<file path="config.mk">
export PLATFORM = sky130hd
export DESIGN_NAME = zbt_req_arbiter
export DESIGN_NICKNAME = d
export VERILOG_FILES = /design/src/rtl/zbt_req_arbiter_pkg.sv /design/src/rtl/zbt_req_arbiter_read_tag_pipe.sv /design/src/rtl/zbt_req_arbiter.sv
export SDC_FILE = /design/constraint.sdc
export NUM_CORES = 1
export LEC_CHECK = 0
export ABC_AREA = 1
export CAP_MARGIN = 20
export CORE_MARGIN = 1
export CORE_UTILIZATION = 39
export DETAILED_ROUTE_END_ITERATION = 12
export PLACE_DENSITY = 0.82
export SKIP_LAST_GASP = 1
export SYNTH_ARGS = -nofsm -noshare
export SYNTH_HDL_FRONTEND = slang
export SYNTH_HIERARCHICAL = 1
export SYNTH_SLANG_ARGS = --single-unit
</file>
<file path="constraint.sdc">
create_clock -name fpga_clk -period 1.6 [get_ports fpga_clk]
set_clock_uncertainty 0.15 [all_clocks]
set_input_delay 0.32 -clock fpga_clk [delete_from_list [all_inputs] [get_ports fpga_clk]]
set_output_delay 0.32 -clock fpga_clk [all_outputs]
set_load 0.02 [all_outputs]
</file>
<file path="src/rtl/zbt_req_arbiter_pkg.sv">
// Shared constants and tag type for the ZBT request arbiter.
// DATA_BITS normally comes from defines.v; the fallback keeps this slice self-contained.
`ifndef DATA_BITS
`define DATA_BITS 36
`endif

package zbt_req_arbiter_pkg;

  localparam int   ZBT_ADDR_BITS    = 19;
  localparam int   ZBT_READ_LATENCY = 5;

  localparam logic PORT_A = 1'b0;
  localparam logic PORT_B = 1'b1;

  typedef struct packed {
    logic vld;
    logic port;
  } rd_tag_t;

endpackage

</file>
<file path="src/rtl/zbt_req_arbiter_read_tag_pipe.sv">
// Fixed-depth delay line of {valid, port} tags that follows reads through the SRAM pipeline.
module zbt_read_tag_pipe
  import zbt_req_arbiter_pkg::*;
#(
  parameter int DEPTH = ZBT_READ_LATENCY + 1
) (
  input  logic    fpga_clk,
  input  logic    reset,
  input  rd_tag_t i_tag,
  output rd_tag_t o_tag
);

  rd_tag_t r_stage [DEPTH];

  always_ff @(posedge fpga_clk) begin
    if (reset) begin
      for (int i = 0; i < DEPTH; i++) r_stage[i] <= '0;
    end else begin
      r_stage[0] <= i_tag;
      for (int i = 1; i < DEPTH; i++) r_stage[i] <= r_stage[i-1];
    end
  end

  assign o_tag = r_stage[DEPTH-1];

endmodule

</file>
<file path="src/rtl/zbt_req_arbiter.sv">
// Two-port round-robin arbiter merging A/B commands onto the ZBT controller user port.
// Define ZBT_ARB_BURST_EN to let the granted port keep ownership for up to MAX_BURST grants.
module zbt_req_arbiter
  import zbt_req_arbiter_pkg::*;
#(
  parameter int ADDR_BITS    = ZBT_ADDR_BITS,
  parameter int READ_LATENCY = ZBT_READ_LATENCY,
  parameter int MAX_BURST    = 4
) (
  input  logic                  fpga_clk,
  input  logic                  reset,
  input  logic                  a_req,
  input  logic                  a_rw_n,
  input  logic [ADDR_BITS-1:0]  a_addr,
  input  logic [`DATA_BITS-1:0] a_wdata,
  output logic                  a_gnt,
  output logic                  a_rd_valid,
  input  logic                  b_req,
  input  logic                  b_rw_n,
  input  logic [ADDR_BITS-1:0]  b_addr,
  input  logic [`DATA_BITS-1:0] b_wdata,
  output logic                  b_gnt,
  output logic                  b_rd_valid,
  output logic [`DATA_BITS-1:0] rd_data,
  output logic                  ui_valid,
  output logic                  ui_rw_n,
  output logic [ADDR_BITS-1:0]  ui_addr,
  output logic [`DATA_BITS-1:0] ui_write_data,
  input  logic [`DATA_BITS-1:0] ui_read_data
);

  if (MAX_BURST < 1 || READ_LATENCY < 1) begin : g_bad_cfg
    $error("zbt_req_arbiter: MAX_BURST and READ_LATENCY must be >= 1");
  end

  logic                  r_prio;
  logic                  w_gnt_vld;
  logic                  w_gnt_port;
  logic                  w_gnt_rw_n;
  logic [ADDR_BITS-1:0]  w_gnt_addr;
  logic [`DATA_BITS-1:0] w_gnt_wdata;
  rd_tag_t               w_tag_in;
  rd_tag_t               w_tag_out;

`ifdef ZBT_ARB_BURST_EN
  localparam int               CNT_W   = (MAX_BURST > 2) ? $clog2(MAX_BURST) : 1;
  localparam logic [CNT_W-1:0] CNT_MAX = CNT_W'(MAX_BURST - 1);

  logic             r_gnt_d;
  logic [CNT_W-1:0] r_burst_cnt;
  logic             w_hold;

  // The last-granted port is always the one r_prio points away from.
  assign w_hold = r_gnt_d && (r_prio ? a_req : b_req) && (r_burst_cnt != CNT_MAX);
`endif

  always_comb begin
    w_gnt_vld  = a_req | b_req;
    w_gnt_port = PORT_A;
    if (a_req && b_req) w_gnt_port = r_prio;
    else if (b_req)     w_gnt_port = PORT_B;
`ifdef ZBT_ARB_BURST_EN
    if (w_hold) w_gnt_port = ~r_prio;
`endif
    w_gnt_rw_n  = (w_gnt_port == PORT_B) ? b_rw_n  : a_rw_n;
    w_gnt_addr  = (w_gnt_port == PORT_B) ? b_addr  : a_addr;
    w_gnt_wdata = (w_gnt_port == PORT_B) ? b_wdata : a_wdata;
  end

  assign a_gnt = w_gnt_vld && (w_gnt_port == PORT_A);
  assign b_gnt = w_gnt_vld && (w_gnt_port == PORT_B);

  always_ff @(posedge fpga_clk) begin
    if (reset) begin
      r_prio        <= PORT_A;
      ui_valid      <= 1'b0;
      ui_rw_n       <= 1'b1;
      ui_addr       <= '0;
      ui_write_data <= '0;
    end else begin
      ui_valid <= w_gnt_vld;
      ui_rw_n  <= ~w_gnt_vld | w_gnt_rw_n;
      if (w_gnt_vld) begin
        r_prio        <= ~w_gnt_port;
        ui_addr       <= w_gnt_addr;
        ui_write_data <= w_gnt_wdata;
      end
    end
  end

`ifdef ZBT_ARB_BURST_EN
  // Count consecutive grants to the same port; saturate so a waiting port wins at once.
  always_ff @(posedge fpga_clk) begin
    if (reset) begin
      r_gnt_d     <= 1'b0;
      r_burst_cnt <= '0;
    end else begin
      r_gnt_d <= w_gnt_vld;
      if (w_gnt_vld) begin
        if (r_gnt_d && (w_gnt_port == ~r_prio)) begin
          if (r_burst_cnt != CNT_MAX) r_burst_cnt <= r_burst_cnt + 1'b1;
        end else begin
          r_burst_cnt <= '0;
        end
      end
    end
  end
`endif

  assign w_tag_in.vld  = w_gnt_vld & w_gnt_rw_n;
  assign w_tag_in.port = w_gnt_port;

  zbt_read_tag_pipe #(
    .DEPTH(READ_LATENCY + 1)
  ) u_tag_pipe (
    .fpga_clk(fpga_clk),
    .reset   (reset),
    .i_tag   (w_tag_in),
    .o_tag   (w_tag_out)
  );

  always_ff @(posedge fpga_clk) begin
    if (reset) begin
      rd_data    <= '0;
      a_rd_valid <= 1'b0;
      b_rd_valid <= 1'b0;
    end else begin
      a_rd_valid <= w_tag_out.vld && (w_tag_out.port == PORT_A);
      b_rd_valid <= w_tag_out.vld && (w_tag_out.port == PORT_B);
      if (w_tag_out.vld) rd_data <= ui_read_data;
    end
  end

endmodule

</file>
* Word level (Yosys, flattened, before mapping)
Memories as Yosys holds them, arrays and structs flattened.
Index checks and enable logic that the tools add are counted.
** Storage, ports and cells
- Register bits after elaboration :: 96
- Latch bits :: 0
- Bits in writable memories :: 12
- Memory bits (read-only) :: 0
- Input bits :: 152
- Output and inout bits :: 97
- Word-level logic and storage cells :: 40
- Memories :: 1
** Operators by class
- Add/sub/neg operators :: 0
- $mul :: 0
- Divide/modulo/power cells :: 0
- Order comparisons :: 0
- Equal/unequal tests :: 0
- Shift operators :: 0
- Multiplexer cells :: 14
- Bitwise logic cells :: 12
- Reductions and logical operators :: 5
** Memories
- u_tag_pipe.r_stage :: words 6, bits a word 2, read ports 6, clocked after memory_dff 0, wr ports 6, line zbt_req_arbiter_read_tag_pipe.sv:13 : rd_tag_t r_stage [DEPTH];
** Operators with widths (number)
- 36-bit 2-to-1 mux :: 1
- 19-bit 2-to-1 mux :: 1
- 2-bit 2-to-1 mux :: 6
- 1-bit OR :: 8
- 1-bit 2-to-1 mux :: 6
- 1-bit logical AND :: 5
- 1-bit inverter :: 3
- 1-bit AND :: 1

* Longest topological paths before layout
Gate-level depths: netlist (run 1).
- Depth in word-level cells :: 5
- Mapped depth :: 9
- Depth with buffers taken out :: 8

* Hierarchy
The synthesis (run 1) kept the hierarchy.
** Modules (own cells, without submodules)
- zbt_req_arbiter :: times used 1, cells each 651, area an instance 4261.6 sq um, seq. area each 1921.8 sq um
- zbt_read_tag_pipe :: times used 1, cells each 39, area an instance 356.6 sq um, seq. area each 240.2 sq um

* Worst setup path after synthesis (run 1)
Ideal clock, no wire load.
- Path kind :: register -> output
- From :: register r_prio
- To :: output port a_gnt
- Arrival :: 1.113 ns
- Required time :: 1.130 ns
- Slack :: 0.017 ns
- Cell stages (with the launch flop) :: 8
- Buffers on the path :: 2
- Path through :: dfxtp_1 -> inv_1 -> nand2_1 -> nand2_1 -> buf_4 -> buf_4 -> inv_2 -> nor2_1
** On the way
- Longest elaborated chain between the ends :: 3
** RTL lines
- start: declaration :: line zbt_req_arbiter.sv:36 : logic r_prio;
- start signal: assignment :: line zbt_req_arbiter.sv:84 : r_prio <= ~w_gnt_port;
- 1-bit 2-to-1 mux :: line zbt_req_arbiter.sv:60 : if (a_req && b_req) w_gnt_port = r_prio;
- via w_gnt_port :: line zbt_req_arbiter.sv:38 : logic w_gnt_port;
- 1-bit inverter :: line zbt_req_arbiter.sv:70 : assign a_gnt = w_gnt_vld && (w_gnt_port == PORT_A);
- 1-bit logical AND :: line zbt_req_arbiter.sv:70
- end: declaration :: line zbt_req_arbiter.sv:16 : output logic a_gnt,
The timed path passes the listed nets, and every way through them passes these cells.

* Final worst setup path (run 1)
Ends and elaborated chain as after synthesis.

==> results of run 1 <==
## power by group through the flow
stage | logic (mW) | clock network, mW | registers (mW)
2_1_floorplan | 0.386 | 0 | 3.10
6_report | 1.19 | 2.08 | 2.89
4_1_cts | 1.19 | 2.14 | 2.89
3_3_place_gp | 1.27 | 0 | 2.95
5_1_grt | 1.30 | 2.26 | 2.90
3_5_place_dp | 1.28 | 0 | 2.95
## routing by layer
layer / vias to the layer above / global-route usage [%]
li1: 2524 / -
met1: 2132 / 26.1
met2: 205 / 35.9
met3: 25 / 7.44
met4: 0 / 8.80
met5: - / 0
## worst max-delay path: stages (launching register included)
cell and delay, ps:
dfxtp_2 330, inv_2 60, nand2_4 60, nand2_4 90, inv_2 40, nor2_1 110
buf_4 170
## cells in the final DEF, fill, tap and decap left out
cell type	n
inv_6	1
clkinv_2	2
nor3_1	1
clkbuf_8	2
nand3_1	110
inv_2	4
buf_4	11
clkdlybuf4s50_1	148
clkbuf_16	9
nor2_1	17
buf_2	2
nand2_1	241
dlygate4sd2_1	96
nand2_4	2
inv_1	123
nor2_4	1
buf_6	3
clkbuf_1	1
nor3_4	1
clkinv_4	2
a21oi_1	36
dfxtp_1	107
buf_12	3
o21ai_1	1
nand3b_1	1
dfxtp_2	1
## final timing paths
path	cells after the start	to	slack [ps]	from
setup / recovery	6	a_gnt	-50	r_prio
hold / removal	2	u_tag_pipe/r_stage[0][7]	160	reset
setup reg to reg	9	u_tag_pipe/r_stage[0][1]	140	r_prio
hold reg to reg	2	u_tag_pipe/r_stage[0][7]	250	u_tag_pipe/r_stage[0][5]
## through the flow
step / TNS, ps / util [%]
after floorplan: 0 / -
after global placement: -24950 / 62.8
after detailed placement: -28320 / 62.8
after CTS: -216 / 64.2
after global routing: -164 / 64.4
final: -51.2 / 64.4
## cell type report
type	instances	area share (%)
Timing Repair Buffer	264	34.1
Sequential cell	108	29.3
Multi-Input combinational cell	411	23.9
Inverter	127	6.45
Clock buffer	11	3.29
Tap cell	143	2.42
Clock inverter	5	0.491
## cells by family after synthesis
family,after synthesis
AOI/OAI and AO/OA,37
and+or+nand+nor,374
buffers and inverters,171
DFF,108
## registers in the layout, indices dropped and copies added (netlist names)
| signal | flops |
|---|---|
| rd_data | 36 |
| ui_valid | 1 |
| b_rd_valid | 1 |
| a_rd_valid | 1 |
| ui_rw_n | 1 |
| ui_write_data | 36 |
| ui_addr | 19 |
| u_tag_pipe/r_stage | 12 |
| r_prio | 1 |
## Yosys cell counts
cell / instances
a21oi_1: 36
dfxtp_1: 108
buf_2: 24
nand3b_1: 1
o21ai_1: 1
nor3_1: 1
nand2_1: 243
inv_2: 2
nor2_1: 17
buf_6: 1
nor3_4: 1
nor2_2: 1
inv_1: 125
clkbuf_1: 8
nand3_1: 110
buf_4: 8
buf_1: 3
## timing repair
action                                  4_1_cts  5_1_grt
pin swaps                                     0        1
setup buffers                                 0        0
gates resized for setup                     104       12
endpoints found under the setup margin      155       60
gates cloned                                  0        0
==> metrics.cfg, run 1 <==
[run_status]
outcome=finished, violations left
violations=negative setup slack

[die]
core_area_sq_um=11500
num_rows=39
fp.dieH_um=111
start_util_pct=40.3
dieArea_sq_um=12300
die_w_um=111
pin_count=249

[pwr]
comb_power_share_pct=19.4
p_leak_nw=3.86
power.switching_mw=1.63
pwr-share-clk_pct=33.7
sw_frac_of_total_pct=26.4
seq_power_share_pct=46.9
p_total_mw=6.16
peakVddDrop_uv=459
p_int_mw=4.53
cellPowerDensity_nw_per_um2=834

[finish]
nNetsFinal=1073
drive_gt1_share_pct=4.75
area_delta_synth_final_pct=60.0
multi_input_area_sq_um=1770
diodes=0
regArea_sq_um=2160
fillers=1028
final_area_sq_um=7390
finalNonFillerCells=1069

[placed_design]
placed_area_sq_um=7200
dp_hpwl_mm=9.37
numPortBuffers=248
dpl.cell_count=1053
dp_slack_ps=-603
gp_congestion=0.790

[synth]
ys_seq_area_share_pct=46.8
synth.largest_area_cell=dfxtp_1
ys_types=17
synth_top_family_by_area=simple AND/OR/NAND/NOR gates
ys_ff_latch=108
synth-compound-area-share_pct=4.01
synth_fa_ha_area_share_pct=0
synth_nets=842
synth.yosys.warnings=6
synth_top_area_share_pct=46.8
synth_area_leaders=dfxtp_1 (47%), nand2_1 (20%), nand3_1 (12%)
yosys.area_share.simple_pct=33.8
syn_area_sq_um=4620
synth_xor_area_share_pct=0
postSynthAreaPerCell_sq_um=6.69
muxShareOfSynthArea_pct=0
synth_cells=690

[timing]
drv_slew=0
rsz0062_at_grt=yes
whs_ps=159
finalSetupViolations=1
worstMarginPinSlew_ps=600
hold_viol=0
relSlewSlack_pct=59.9
finalCritPeriodShare_pct=103
min_period_ps=1650
fmax_ghz=0.606
worst_slack_ps=-51.2

[clock_network]
clock-root-buffer=clkbuf_16
hold_buffers=0
cts.sinks=108
cts_made_buffers=9
clock_latency_ps=330
tritoncts=built
clk_pin_slew_ps=70
clock_path_buffers=2
cts_htree_levels=3

[drt]
drtIter0Drc=297
routed-wl-met3_mm=1.25
detail-route-antenna-nets=0
drc=0
wl_mm=13.5
drt-met1-wl_mm=5.65
viasPerCell=4.57
vias=4886
wl_per_cell_um=12.6
wl_met2_mm=6.22
highest_layer=met4
first_pass_iters=6

[flow_run]
max_cap_viol_count=0

[global_routing]
grt_pass1_vias=4444
overflow=0
grt_max_degree=58
grt_pass1_wl_mm=21.8
antenna_found_initial=0
grt_util_all_layers_pct=21.9

[worst_setup_path]
worstPathRequired_ps=1130
crit_path_start_kind=flop
critPathKind=reg2out
worstPathMaxFanout=3
crit_path_end_kind=output port
arrival_ps=1180

[hold_path]
hp-class=in2reg

No activity file was read; power rests on OpenSTA's default activity.
==> inputs of run 2 (changes only) <==
Settings changed: PLACE_DENSITY 0.82 to 0.86.
==> run 2 against run 1 <==
Compared with the run above:
- the flow still finishes with violations (negative setup slack)
- maximum frequency grew 0.62%
- critical endpoint is now b_gnt
- largest cell class unchanged
- flip-flop and latch count is the same
- power increased by 3.7%
- utilization rose by 0.29 points
- register-to-register slack about the same
- count of clock-buffer cells in the layout down 2
==> metrics.cfg, run 2 (synthesized netlist as in run 1, its figures left out) <==
[global_routing]
antenna_found_initial=0
grt_max_degree=57
overflow=0
grt_pass1_wl_mm=22.1
grt_pass1_vias=4603
grt_util_all_layers_pct=22.3

[finish]
reg_top3=rd_data x36, ui_write_data x36, ui_addr x19
area_delta_synth_final_pct=60.7
finalNonFillerCells=1071
layout_common_cells=nand2_1 (241), clkdlybuf4s50_1 (148), inv_1 (124)
final_common_cell=nand2_1
drive_gt1_share_pct=4.96
nNetsFinal=1075
diodes=0

[clock_network]
clock-root-buffer=clkbuf_16
cts.sinks=108
cts_htree_levels=3
postCtsSetupRepairBufs=0
clock_path_buffers=2
clk_pin_slew_ps=70
clock_latency_ps=340
cts_made_buffers=9
tritoncts=built
hold_buffers=0

[worst_setup_path]
critPathKind=reg2out
rr_startpoint=r_prio
r2r_slack_ps=140
worstPathMaxFanout=3
arrival_ps=1170
crit_path_start_kind=flop
startpoint=r_prio
worstPathRequired_ps=1130
crit_path_end_kind=output port

[die]
core_area_sq_um=11500
die_w_um=111
dieArea_sq_um=12300
num_rows=39
fp.dieH_um=111
pin_count=249
start_util_pct=40.3

[timing]
rsz0062_at_grt=yes
relSlewSlack_pct=60.1
worst_slack_ps=-41.1
finalCritPeriodShare_pct=103
finalSetupViolations=1
hold_viol=0
fmax_ghz=0.609
min_period_ps=1640
drv_slew=0
worstMarginPinSlew_ps=598
whs_ps=130

[pwr]
cellPowerDensity_nw_per_um2=860
p_int_mw=4.67
power.switching_mw=1.71
pwr-share-clk_pct=36.1
sw_frac_of_total_pct=26.8
seq_power_share_pct=45.2
comb_power_share_pct=18.7
p_leak_nw=3.88
peakVddDrop_uv=516

[run_status]
outcome=finished, violations left
violations=negative setup slack

[placed_design]
numPortBuffers=248
dpl.cell_count=1055
gp_congestion=0.815
dp_hpwl_mm=9.75

[hold_path]
holdCritStartpoint=reset
hp-class=in2reg

[drt]
drtIter0Drc=263
viasPerCell=4.57
drc=0
wl_per_cell_um=12.5
first_pass_iters=4
vias=4891
wl_mm=13.4
detail-route-antenna-nets=0

[flow_run]
max_cap_viol_count=0

==> run 2: final timing paths <==
check                                   to  cells past startpoint
setup reg to reg               ui_addr[12]                      8
setup / recovery                     b_gnt                      6
hold reg to reg   u_tag_pipe/r_stage[0][9]                      2
hold / removal    u_tag_pipe/r_stage[0][0]                      2
==> run 2: per-layer routing <==
| metal | vias up | GRT usage, % | share of wire, % |
|---|---|---|---|
| met5 | - | 0 | 0 |
| met4 | 0 | 6.40 | 1.6 |
| met3 | 16 | 7.98 | 9.4 |
| met2 | 208 | 39.4 | 47 |
| met1 | 2137 | 25.1 | 42 |
| li1 | 2530 | - | - |
==> run 2: final cells by class <==
type	count	area, sq um
fill	1033	4050
multi-input combinational	411	1760
inverter	127	477
clock inverter	7	83.8
sequential	108	2160
clock buffer	9	225
timing repair buffer	266	2540
tap	143	179
==> run 2: worst max-delay path, stage by stage, from the launching register on <==
cell and delay [ps]:
dfxtp_2 340, inv_2 40, nand2_2 70, nand2_2 80
buf_4 140, inv_1 50, buf_4 130
==> run 2: per-stage QoR <==
step / utilization [%] / total power, mW / setup slack, ps / TNS, ps / instance area, sq um
4_1_cts: 64.7 / 6.46 / -172 / -172 / 7420
6_report: 64.7 / 6.38 / -41.1 / -41.1 / 7420
3_5_place_dp: 63.1 / 4.24 / -593 / -21910 / 7230
5_1_grt: 64.7 / 6.70 / -105 / -166 / 7420
2_1_floorplan: - / 3.49 / 17.0 / 0 / 4620
3_3_place_gp: 63.1 / 4.22 / -563 / -19590 / 7230
==> run 2: power groups by stage <==
stage                     Combinational [mW]  Clock, mW  Sequential [mW]
final                                   1.19       2.30             2.89
after global routing                    1.30       2.50             2.90
after CTS                               1.20       2.37             2.89
after detailed placement                1.29          0             2.95
after global placement                  1.27          0             2.95
after floorplan                        0.386          0             3.10
==> run 2: what timing repair did <==
action,4_1_cts,5_1_grt
endpoints found under the setup margin,113,53
pin swaps,0,1
gates resized for setup,104,5
